`src/rtl/uart_rx_deserializer_if.sv`:
```
// Receive-side bundle between the UART deserializer and its environment.
// master: the deserializer (drives the FIFO write side and status pulses).
// slave:  the line/FIFO side (drives RX, Enable_rx and Full).
interface uart_rx_deserializer_if #(
    parameter int unsigned DataBits = 8
);
    logic                RX;
    logic                Enable_rx;
    logic                Full;
    logic [DataBits-1:0] RX_data;
    logic                RX_valid;
    logic                Frame_err;
    logic                Parity_err;
    logic                Overrun;
    logic                Busy;

    modport master (
        input  RX, Enable_rx, Full,
        output RX_data, RX_valid, Frame_err, Parity_err, Overrun, Busy
    );

    modport slave (
        output RX, Enable_rx, Full,
        input  RX_data, RX_valid, Frame_err, Parity_err, Overrun, Busy
    );
endinterface

```
`src/rtl/uart_rx_deserializer.sv`:
```
// UART receive front end: synchronises RX, frames it and de-serialises into a word.
// Emits a one-cycle FIFO write strobe, or one error pulse, per frame.
module uart_rx_deserializer #(
    parameter int unsigned C_BAUDRATE    = 115_200,
    parameter int unsigned C_SYSTEM_FREQ = 50_000_000,
    parameter int unsigned C_DATA_BITS   = 8,
    parameter int unsigned C_USE_PARITY  = 0,
    parameter int unsigned C_ODD_PARITY  = 0
) (
    input logic                    Clk,
    input logic                    Reset,
    uart_rx_deserializer_if.master bus
);
    localparam int unsigned ClksPerBit = C_SYSTEM_FREQ / C_BAUDRATE;
    localparam int unsigned Half       = ClksPerBit / 2;
    localparam int unsigned CntW       = (ClksPerBit > 1) ? $clog2(ClksPerBit) : 1;
    localparam int unsigned BitW       = $clog2(C_DATA_BITS + 1);
    localparam logic [CntW-1:0] CntHalf = CntW'(Half - 1);
    localparam logic [CntW-1:0] CntLast = CntW'(ClksPerBit - 1);
    localparam logic [BitW-1:0] BitLast = BitW'(C_DATA_BITS - 1);
    localparam logic            OddBit  = (C_ODD_PARITY != 0);

    typedef enum logic [2:0] {
        StIdle, StStart, StData, StParity, StStop, StWaitIdle
    } state_e;

    state_e                 state_q, state_d;
    logic [CntW-1:0]        cnt_q, cnt_d;
    logic [BitW-1:0]        bit_q, bit_d;
    logic [C_DATA_BITS-1:0] shift_q, shift_d;
    logic [C_DATA_BITS-1:0] rx_data_q, rx_data_d;
    logic                   par_err_q, par_err_d;
    logic                   valid_q, valid_d;
    logic                   frame_q, frame_d;
    logic                   parity_q, parity_d;
    logic                   overrun_q, overrun_d;
    logic                   rx_meta_q, rx_s_q;

    // Two-flop synchroniser; idle-high reset so no false start after reset.
    always_ff @(posedge Clk or posedge Reset) begin
        if (Reset) begin
            rx_meta_q <= 1'b1;
            rx_s_q    <= 1'b1;
        end else begin
            rx_meta_q <= bus.RX;
            rx_s_q    <= rx_meta_q;
        end
    end

    // Frame state, timing counters and registered outputs.
    always_ff @(posedge Clk or posedge Reset) begin
        if (Reset) begin
            state_q   <= StIdle;
            cnt_q     <= '0;
            bit_q     <= '0;
            shift_q   <= '0;
            rx_data_q <= '0;
            par_err_q <= 1'b0;
            valid_q   <= 1'b0;
            frame_q   <= 1'b0;
            parity_q  <= 1'b0;
            overrun_q <= 1'b0;
        end else begin
            state_q   <= state_d;
            cnt_q     <= cnt_d;
            bit_q     <= bit_d;
            shift_q   <= shift_d;
            rx_data_q <= rx_data_d;
            par_err_q <= par_err_d;
            valid_q   <= valid_d;
            frame_q   <= frame_d;
            parity_q  <= parity_d;
            overrun_q <= overrun_d;
        end
    end

    // Next-state: half-bit start check, then one sample per bit period.
    always_comb begin
        state_d   = state_q;
        cnt_d     = cnt_q;
        bit_d     = bit_q;
        shift_d   = shift_q;
        rx_data_d = rx_data_q;
        par_err_d = par_err_q;
        valid_d   = 1'b0;
        frame_d   = 1'b0;
        parity_d  = 1'b0;
        overrun_d = 1'b0;
        unique case (state_q)
            StIdle: begin
                cnt_d = '0;
                if (bus.Enable_rx && !rx_s_q) begin
                    state_d = StStart;
                end
            end
            StStart: begin
                if (cnt_q == CntHalf) begin
                    cnt_d = '0;
                    if (rx_s_q) begin
                        state_d = StIdle;
                    end else begin
                        bit_d     = '0;
                        par_err_d = 1'b0;
                        state_d   = StData;
                    end
                end else begin
                    cnt_d = cnt_q + 1'b1;
                end
            end
            StData: begin
                if (cnt_q == CntLast) begin
                    cnt_d   = '0;
                    shift_d = {rx_s_q, shift_q[C_DATA_BITS-1:1]};
                    if (bit_q == BitLast) begin
                        state_d = (C_USE_PARITY != 0) ? StParity : StStop;
                    end else begin
                        bit_d = bit_q + 1'b1;
                    end
                end else begin
                    cnt_d = cnt_q + 1'b1;
                end
            end
            StParity: begin
                if (cnt_q == CntLast) begin
                    cnt_d     = '0;
                    par_err_d = (rx_s_q != ((^shift_q) ^ OddBit));
                    state_d   = StStop;
                end else begin
                    cnt_d = cnt_q + 1'b1;
                end
            end
            StStop: begin
                if (cnt_q == CntLast) begin
                    cnt_d = '0;
                    // Exactly one outcome per frame, framing error first.
                    if (!rx_s_q) begin
                        frame_d = 1'b1;
                        state_d = StWaitIdle;
                    end else if (par_err_q) begin
                        parity_d = 1'b1;
                        state_d  = StIdle;
                    end else if (bus.Full) begin
                        overrun_d = 1'b1;
                        state_d   = StIdle;
                    end else begin
                        valid_d   = 1'b1;
                        rx_data_d = shift_q;
                        state_d   = StIdle;
                    end
                end else begin
                    cnt_d = cnt_q + 1'b1;
                end
            end
            StWaitIdle: begin
                // Swallow a break so it reports only one framing error.
                if (rx_s_q) begin
                    state_d = StIdle;
                end
            end
            default: state_d = StIdle;
        endcase
    end

    assign bus.RX_data    = rx_data_q;
    assign bus.RX_valid   = valid_q;
    assign bus.Frame_err  = frame_q;
    assign bus.Parity_err = parity_q;
    assign bus.Overrun    = overrun_q;
    assign bus.Busy       = (state_q != StIdle);
endmodule

```
`src/flat_wrapper.sv`:
```
// flat-port wrapper written by rule: the top's interface ports become plain ports
module uart_rx_deserializer_flat 
#(
    parameter int unsigned C_BAUDRATE    = 115_200,
    parameter int unsigned C_SYSTEM_FREQ = 50_000_000,
    parameter int unsigned C_DATA_BITS   = 8,
    parameter int unsigned C_USE_PARITY  = 0,
    parameter int unsigned C_ODD_PARITY  = 0
)
  (Clk, Reset, bus_RX, bus_Enable_rx, bus_Full, bus_RX_data, bus_RX_valid, bus_Frame_err, bus_Parity_err, bus_Overrun, bus_Busy);
  uart_rx_deserializer_if #(.DataBits(8)) bus_i ();
  input logic Clk;
  input logic Reset;
  input wire logic [$bits(bus_i.RX)-1:0] bus_RX;
  input wire logic [$bits(bus_i.Enable_rx)-1:0] bus_Enable_rx;
  input wire logic [$bits(bus_i.Full)-1:0] bus_Full;
  output wire logic [$bits(bus_i.RX_data)-1:0] bus_RX_data;
  output wire logic [$bits(bus_i.RX_valid)-1:0] bus_RX_valid;
  output wire logic [$bits(bus_i.Frame_err)-1:0] bus_Frame_err;
  output wire logic [$bits(bus_i.Parity_err)-1:0] bus_Parity_err;
  output wire logic [$bits(bus_i.Overrun)-1:0] bus_Overrun;
  output wire logic [$bits(bus_i.Busy)-1:0] bus_Busy;
  assign bus_i.RX = bus_RX;
  assign bus_i.Enable_rx = bus_Enable_rx;
  assign bus_i.Full = bus_Full;
  assign bus_RX_data = bus_i.RX_data;
  assign bus_RX_valid = bus_i.RX_valid;
  assign bus_Frame_err = bus_i.Frame_err;
  assign bus_Parity_err = bus_i.Parity_err;
  assign bus_Overrun = bus_i.Overrun;
  assign bus_Busy = bus_i.Busy;
  uart_rx_deserializer #(.C_BAUDRATE(C_BAUDRATE), .C_SYSTEM_FREQ(C_SYSTEM_FREQ), .C_DATA_BITS(C_DATA_BITS), .C_USE_PARITY(C_USE_PARITY), .C_ODD_PARITY(C_ODD_PARITY)) u_core (.Clk(Clk), .Reset(Reset), .bus(bus_i));
endmodule
```
`config.mk`:
```
export PLATFORM = sky130hd
export DESIGN_NAME = uart_rx_deserializer_flat
export DESIGN_NICKNAME = d
export VERILOG_FILES = /design/src/rtl/uart_rx_deserializer_if.sv /design/src/rtl/uart_rx_deserializer.sv /design/src/flat_wrapper.sv
export SDC_FILE = /design/constraint.sdc
export NUM_CORES = 1
export LEC_CHECK = 0
export CORE_MARGIN = 10
export CORE_UTILIZATION = 45
export CTS_BUF_LIST = sky130_fd_sc_hd__clkbuf_8
export CTS_CLUSTER_SIZE = 8
export DETAILED_ROUTE_END_ITERATION = 7
export HOLD_SLACK_MARGIN = 0.06
export PLACE_DENSITY_LB_ADDON = 0.05
export RECOVER_POWER = 25
export SKIP_CTS_REPAIR_TIMING = 1
export SYNTH_ARGS = -nofsm -noshare
export SYNTH_HDL_FRONTEND = slang
export SYNTH_SLANG_ARGS = --single-unit
```
`constraint.sdc`:
```
create_clock -name Clk -period 1.91 [get_ports Clk]
set_input_delay 0.382 -clock Clk [delete_from_list [all_inputs] [get_ports Clk]]
set_output_delay 0.382 -clock Clk [all_outputs]
set_load 0.02 [all_outputs]
```
### Word-level counts from Yosys, hierarchy flattened

Cells that the tools add are included.

* add/subtract/negate cells: 2
* equality and inequality tests: 18
* mux-type cells: 39
* bitwise operators: 2
* reductions and logical operators: 14

Operator list (number)
* one-hot mux 9 bit (3 select lines): 1
* 2-to-1 mux 3 bit: 8
* 2-to-1 mux 1 bit: 20
* 2-to-1 mux 9 bit: 2
* one-hot mux 3 bit (6 select lines): 1
* 2-to-1 mux 4 bit: 4
* != test 2 x 1 -> 1 bit (second input constant): 7
* AND reduction 5 bit: 2
* adder 9 x 1 -> 9 bit (second input constant): 1
* == test 9 x 8 -> 1 bit (second input constant): 1
* == test 9 bit (second input constant): 1
* one-hot mux 4 bit (2 select lines): 1
* parity 8 bit: 1
* AND reduction 7 bit: 1
* == test 3 x 2 -> 1 bit (second input constant): 2
* == test 3 bit (second input constant): 2
* nonzero test 3 bit: 2
* adder 4 x 1 -> 4 bit (second input constant): 1
* == test 4 x 3 -> 1 bit (second input constant): 1
* != test 2 bit (second input constant): 2
* AND reduction 4 bit: 1
* nonzero test 2 bit: 2
* == test 3 x 1 -> 1 bit (second input constant): 1
* zero test 3 bit: 1
* 8 further kinds: 9

* register bits: 39
* input bits: 5
* output and inout bits: 13
* logic and storage cells: 87

### Logic depth before layout (Yosys ltp)

Gate-level depths: netlist of run 1.

* word-level depth: 5
* mapped depth: 7
* gate-level depth less buffers: 7

### Least setup slack after synthesis of run 1

No wires, ideal clock.

* path type: reg2reg
* start: reg u_core.cnt_q[0]
* end: reg u_core.state_q[0]
* library setup time: 0.125 ns
* data arrival time: 1.890 ns
* data required time: 1.785 ns
* slack: -0.104 ns
* cell stages (with the launch flop): 8
* path buffers: 0
* clock period less this slack: 2.014 ns
* cells stage by stage: dfrtp_1 > inv_1 > ha_1 > nand4bb_1 > o21ai_0 > a21boi_0 > o221a_2 > mux2_2

* longest elaborated chain between the ends: 3
* elaborated cells between the ends (all ways): 7
* classes of those cells: eq/ne: 6; reduce/logical: 1

RTL lines
* from (decl): line uart_rx_deserializer.sv:28 `logic [CntW-1:0] cnt_q, cnt_d;`
* from (signal assigned): line uart_rx_deserializer.sv:65 `cnt_q <= cnt_d;`
* == test 9 bit / == test 9 x 8 -> 1 bit (equally long branches)
* != test 2 x 1 -> 1 bit (no line)
* AND reduction 7 bit (no line) (*)
* to (signal assigned): line uart_rx_deserializer.sv:53 `state_q <= StIdle;`
* to (signal assigned): line uart_rx_deserializer.sv:64 `state_q <= state_d;`
* to (decl): line uart_rx_deserializer.sv:27 `state_e state_q, state_d;`

Mark *: on every way between the ends. The rest lies on a longest branch, timed or not.
A chain may end at the register's enable or synchronous reset.

### Final worst setup path of run 1

* start: reg u_core.state_q[1]
* end: reg u_core.rx_data_q[2], in the netlist u_core.bus.RX_data[2]

* longest elaborated chain between the ends: 2

RTL lines
* == test 3 bit: line uart_rx_deserializer.sv:89 `unique case (state_q)`
* AND reduction 5 bit (no line)
* to (signal assigned): line uart_rx_deserializer.sv:68 `rx_data_q <= rx_data_d;`
* to (decl): line uart_rx_deserializer.sv:31 `logic [C_DATA_BITS-1:0] rx_data_q, rx_data_d;`

No other way between the ends.

==> results.yml, run 1 <==
outcome:
  status: "complete, but fails checks"
  violations: "setup timing"
synthesis:
  synth_flop_cell: "dfrtp_1"
  ys_seq_elements: 39
  postSynthAreaPerCell_sq_um: 11.64
  synth_edf_count: 0
  async_reset_ff_frac: 1.000
  yosysTopAreaCellShare: 0.4821
  synth_fp_nets: 174
  syn_inst: 165
  netlist_area_sq_um: 1921
  synth_top_area_cell: "dfrtp_1"
  ys_warn_count: 0
  ys_seq_area_frac: 0.5094
  synth_cell_types: 48
  ys_top_cells_by_area: "dfrtp_1, mux2_2, xnor2_1"
global_routing:
  grt-ovfl-total: 0
  grt_max_degree: 40
  antenna_found_initial: 0
  grt_pass1_wl_um: 6927
  gr-usage-all-layers: 0.1152
  grt_pass1_vias: 1478
cts:
  cts.path.max_buffers: 2
  numCtsBuffers: 5
  path_clk_slew_ns: 0.07
  h-tree-depth: 2
  cts_tree: "done"
  cts_num_sinks: 39
  root_buffer: "clkbuf_8"
  clk_latency_ns: 0.29
power:
  ir_worst_vdd_mv: 0.5257
  pwr_density_cell_nw_per_um2: 948.6
  leakage_nw: 1.198
finish:
  multiInputGateArea_sq_um: 996.0
  finish.net_count: 228
  regArea_sq_um: 978.4
  diodes: 0
  area_growth_pct: 35.24
  fin_util: 0.6401
  drive_gt1_frac: 0.3545
  fillers: 316
sta:
  max-slew-margin-rel: 0.3551
  hold_viol: 0
  setup_slack_ns: -0.05215
  fmax_mhz: 509.6
  worst_pin_slew_ns: 0.9673
  rsz0062_at_grt: "true"
  setup_viol: 11
  drv_slew: 0
  period_minus_slack_ns: 1.962
  final.period_utilization: 1.027
  holdWs_ns: 0.3566
  finClkSkew_ns: 0.01063
critical_path:
  arrival_ns: 2.14
  cp.required_ns: 2.09
  path_class: "reg -> reg"
  reg2reg_from: "u_core.state_q[1]$_DFFE_PP0P_"
  cp_max_fo: 8
  ff2ff_path_depth: 5
  start_kind: "flop"
  end_kind: "flop"
  r2r-end: "u_core.bus.RX_data[2]$_DFFE_PP0P_"
  r2r_slack_ns: -0.05
detailed_routing:
  wl_per_cell_um: 15.11
  wl_met1_um: 1903
  drc: 0
  wl_um: 4081
  dr.pass1.iters: 4
  route.met3.wl_um: 209
  detail-route-antenna-nets: 0
  drt_first_iter_violations: 83
  dr.max_layer_used: "met4"
  vias: 1468
  detail_route.vias_per_cell: 5.437
  dr_wl_met2_um: 1904
floorplan:
  rows: 23
  start_util: 0.4733
  die_x_um: 85.33
  num_io_pins: 18
  die_area_sq_um: 7281
  die_h_um: 85.33
  core_sq_um: 4058
worst_hold_path:
  min_to: "u_core.rx_s_q$_DFF_PP1_"
  hold_path.startpoint: "u_core.rx_meta_q$_DFF_PP1_"
  hold_path_class: "reg -> reg"
  hold_depth: 0
place:
  hpwl_um: 2963
  port_buffers: 17
  finalWeightedCongestion: 0.8320
  dp_slack_ns: -0.1172
job:
  maxCapViolations: 0
[layout by cell type, fill, tap and decap left out, types with 3 or more instances in the layout]
cell type and n:
nor2_1 13, clkbuf_8 5, nor3_1 3, nand3_1 3, nand2_1 8, buf_6 3, mux2_2 12, nand4_1 3
mux2_4 7, dfrtp_1 37, o21ai_0 5, xor2_1 5, clkdlybuf4s50_1 14, buf_4 29, inv_1 6, xnor2_1 9
[area by class of cell]
class                      instances  share of cell area
clock inverter                     3            0.006262
multi-input combinational        115              0.3834
sequential                        39              0.3767
clock buffer                       5             0.02649
tap                               50             0.02408
inverter                           7             0.01012
timing repair buffer              51              0.1729
[metal layers]
layer  up-vias  global-route usage
met5         -                   0
li1        706                   -
met3         7             0.03920
met4         0             0.04491
met1       724              0.1366
met2        31              0.1866
[cells by family after synthesis]
group,synth area share
buffers and inverters,0.02215
XOR/XNOR,0.06384
adder cells (fa/ha/maj),0.02606
multiplexers,0.1166
AO/OA/AOI/OAI,0.07557
AND/OR/NAND/NOR,0.1863
flip-flops,0.5094
[Yosys cell counts (2+ instances only)]
cell type,instances
ha_1,4
nor3b_1,2
mux2_2,19
nand4_1,3
xor2_1,5
dfstp_2,2
dfrtp_1,37
o21ai_0,8
nor4_1,2
nor2_1,13
nand4b_1,2
nand2_1,8
o21a_1,2
nor3_1,4
a211oi_1,2
clkbuf_1,3
nand3_1,3
inv_1,7
nand2b_1,2
xnor2_1,9
[flip-flops by register name, indices dropped and copies added (netlist names)]
name / flops
u_core.bus.RX_data: 8
u_core.rx_meta_q: 1
u_core.bit_q: 4
u_core.rx_s_q: 1
u_core.par_err_q: 1
u_core.bus.RX_valid: 1
u_core.bus.Frame_err: 1
u_core.state_q: 3
u_core.shift_q: 8
u_core.bus.Overrun: 1
u_core.cnt_q: 9
u_core.bus.Parity_err: 1
[through the flow]
stage          total power, W  std cells  instance area, sq um  setup TNS [ns]
5_1_grt              0.002612        270                  2597          -1.377
3_5_place_dp         0.001710        255                  2365         -0.7310
4_1_cts              0.002261        263                  2450          -1.316
6_report             0.002464        270                  2597         -0.3607
3_3_place_gp         0.001689        255                  2365         -0.4443
2_1_floorplan        0.001390        165                  1921         -0.7199
[worst max path at each step]
stage	to	slack [ns]	depth (start not counted)	start
after floorplan	u_core.bus.RX_data[0]$_DFFE_PP0P_	-0.09	5	u_core.cnt_q[3]$_DFFE_PP0P_
after global placement	u_core.state_q[2]$_DFFE_PP0P_	-0.06	7	u_core.cnt_q[1]$_DFFE_PP0P_
after detailed placement	u_core.state_q[0]$_DFFE_PP0P_	-0.12	7	u_core.cnt_q[1]$_DFFE_PP0P_
after CTS	bus_Busy	-0.25	3	u_core.state_q[0]$_DFFE_PP0P_
after global routing	u_core.state_q[0]$_DFFE_PP0P_	-0.13	9	u_core.cnt_q[1]$_DFFE_PP0P_
final	u_core.bus.RX_data[2]$_DFFE_PP0P_	-0.05	5	u_core.state_q[1]$_DFFE_PP0P_
[critical path, stage by stage (launching register included)]
cell	delay [ns]
dfrtp_1	0.42
or3b_1	0.39
or3_4	0.40
nor3_4	0.16
buf_12	0.16
mux2_2	0.33
[power breakdown]
part,total [W],switching [W],leakage (nW),internal [W]
logic,0.000991,0.000457,0.620,0.000534
registers,0.000938,0.0000534,0.532,0.000885
clock network,0.000536,0.000286,0.0453,0.000250
(Power assumes the default switching activity.)
==> inputs of run 2 (changes only) <==
- GPL_ROUTABILITY_DRIVEN: not set -> 0
==> results of run 2 <==
Final layout, timing and power as in run 1 (identical DEF).
==> inputs of run 3 (changes only) <==
- CORE_UTILIZATION: 45 -> 53
==> run 3 against run 2 <==
Combinational power is 9.6% lower. The run still ends with setup timing left. Sequential share of layout area is 0.66 points higher. Clock-buffer cell count is the same. Global-route usage increased by 2.0 points. Worst setup slack worse by 0.0011 ns. Non-clock buffer count grew 1. Critical path depth stayed put. Flip-flop and latch count unchanged. Largest cell class is now registers. Clock power up 2%. Wire length is 0.51% higher.
==> results.yml, run 3 (synthesis gave the netlist of run 1 again) <==
detailed_routing:
  dr.pass1.iters: 4
  wl_per_cell_um: 15.36
  detail_route.vias_per_cell: 5.371
  vias: 1434
  dr_wl_met2_um: 2019
  drc: 0
  wl_um: 4102
  route.met3.wl_um: 173
  dr.max_layer_used: "met4"
  detail-route-antenna-nets: 0
  drt_first_iter_violations: 83
  wl_met1_um: 1861
cts:
  clk_latency_ns: 0.30
  root_buffer: "clkbuf_8"
  cts_tree: "done"
  numCtsBuffers: 5
  cts_num_sinks: 39
  path_clk_slew_ns: 0.08
  h-tree-depth: 2
  cts.path.max_buffers: 2
worst_hold_path:
  min_to: "u_core.rx_s_q$_DFF_PP1_"
  hold_path.startpoint: "u_core.rx_meta_q$_DFF_PP1_"
  hold_path_class: "reg -> reg"
  hold_depth: 0
floorplan:
  rows: 21
  die_area_sq_um: 6431
  core_sq_um: 3416
  start_util: 0.5623
  die_x_um: 80.20
  num_io_pins: 18
  die_h_um: 80.20
global_routing:
  grt-ovfl-total: 0
  antenna_found_initial: 0
  grt_max_degree: 16
  gr-usage-all-layers: 0.1353
  grt_pass1_vias: 1462
  grt_pass1_wl_um: 6893
critical_path:
  cp_max_fo: 8
  r2r-end: "u_core.bus.RX_data[0]$_DFFE_PP0P_"
  end_kind: "flop"
  start_kind: "flop"
  ff2ff_path_depth: 5
  arrival_ns: 2.15
  r2r_slack_ns: -0.05
  path_class: "reg -> reg"
  reg2reg_from: "u_core.state_q[1]$_DFFE_PP0P_"
  cp.required_ns: 2.10
sta:
  worst_pin_slew_ns: 0.7481
  period_minus_slack_ns: 1.963
  fmax_mhz: 509.4
  setup_slack_ns: -0.05325
  max-slew-margin-rel: 0.5012
  setup_viol: 8
  hold_viol: 0
  rsz0062_at_grt: "true"
  holdWs_ns: 0.3567
  final.period_utilization: 1.028
  finClkSkew_ns: 0.006677
  drv_slew: 0
power:
  ir_worst_vdd_mv: 0.7985
  pwr_density_cell_nw_per_um2: 928.7
  leakage_nw: 1.180
finish:
  final_cell_mix: "dfrtp_1, buf_4, mux2_2"
  fin_area_sq_um: 2552
  area_growth_pct: 32.90
  fillers: 255
  drive_gt1_frac: 0.3484
  finish.net_count: 229
  largest_reg_flops: 9
  final_common_cell: "dfrtp_1"
  largest-register: "u_core.cnt_q"
  diodes: 0
place:
  port_buffers: 17
  hpwl_um: 3082
  place_area_sq_um: 2355
outcome:
  status: "complete, but fails checks"
  violations: "setup timing"
job:
  maxCapViolations: 0
-- run 3: cell count changes in the layout (fill, tap and decap cells not counted), moves of 3 or more --
cell / delta
buf_6: -3
mux2_4: -4
buf_4: +4
mux2_2: +4
-- run 3: per-layer routing --
metal  vias up  global-route usage
met4         0             0.04577
met3         5             0.04788
met2        23              0.2207
met5         -                   0
li1        703                   -
met1       703              0.1615
-- run 3: through the flow --
step	worst slack, ns	TNS [ns]	power (W)	util	cells
after floorplan	-0.08999	-0.7199	0.001390	-	165
after global placement	-0.04512	-0.1966	0.001678	0.6894	252
after detailed placement	-0.07824	-0.7234	0.001706	0.6894	252
after CTS	-0.2666	-1.162	0.002251	0.7143	260
after global routing	-0.09715	-0.8403	0.002496	0.7473	267
final	-0.05325	-0.2896	0.002370	0.7473	267
-- run 3: where the power goes --
group / internal (W) / switching, W / total, W / leakage (nW)
Combinational: 0.000465 / 0.000431 / 0.000896 / 0.602
Sequential: 0.000884 / 0.0000460 / 0.000930 / 0.532
Clock: 0.000250 / 0.000295 / 0.000545 / 0.0453
-- run 3: how the worst max path moves through the flow --
stage,startpoint,end,slack [ns]
6_report,u_core.state_q[1]$_DFFE_PP0P_,u_core.bus.RX_data[0]$_DFFE_PP0P_,-0.05
3_5_place_dp,u_core.state_q[0]$_DFFE_PP0P_,u_core.bus.RX_data[0]$_DFFE_PP0P_,-0.08
2_1_floorplan,u_core.cnt_q[3]$_DFFE_PP0P_,u_core.bus.RX_data[0]$_DFFE_PP0P_,-0.09
3_3_place_gp,u_core.cnt_q[1]$_DFFE_PP0P_,u_core.state_q[2]$_DFFE_PP0P_,-0.05
4_1_cts,u_core.state_q[0]$_DFFE_PP0P_,bus_Busy,-0.27
5_1_grt,u_core.state_q[2]$_DFFE_PP0P_,u_core.bus.RX_data[1]$_DFFE_PP0P_,-0.1
-- run 3: cell type report --
cell class | instances | area [sq um] | share of cell area
multi-input combinational | 115 | 968.4 | 0.3794
tap | 46 | 57.56 | 0.02255
inverter | 7 | 26.28 | 0.01029
timing repair buffer | 52 | 436.7 | 0.1711
sequential | 39 | 978.4 | 0.3833
clock inverter | 3 | 16.27 | 0.006373
clock buffer | 5 | 68.82 | 0.02696
-- run 3: worst max-delay path: stages (launching register included) --
cell	delay, ns
dfrtp_1	0.40
or3b_4	0.41
or3_4	0.39
nor3_4	0.16
buf_12	0.15
mux2_2	0.34
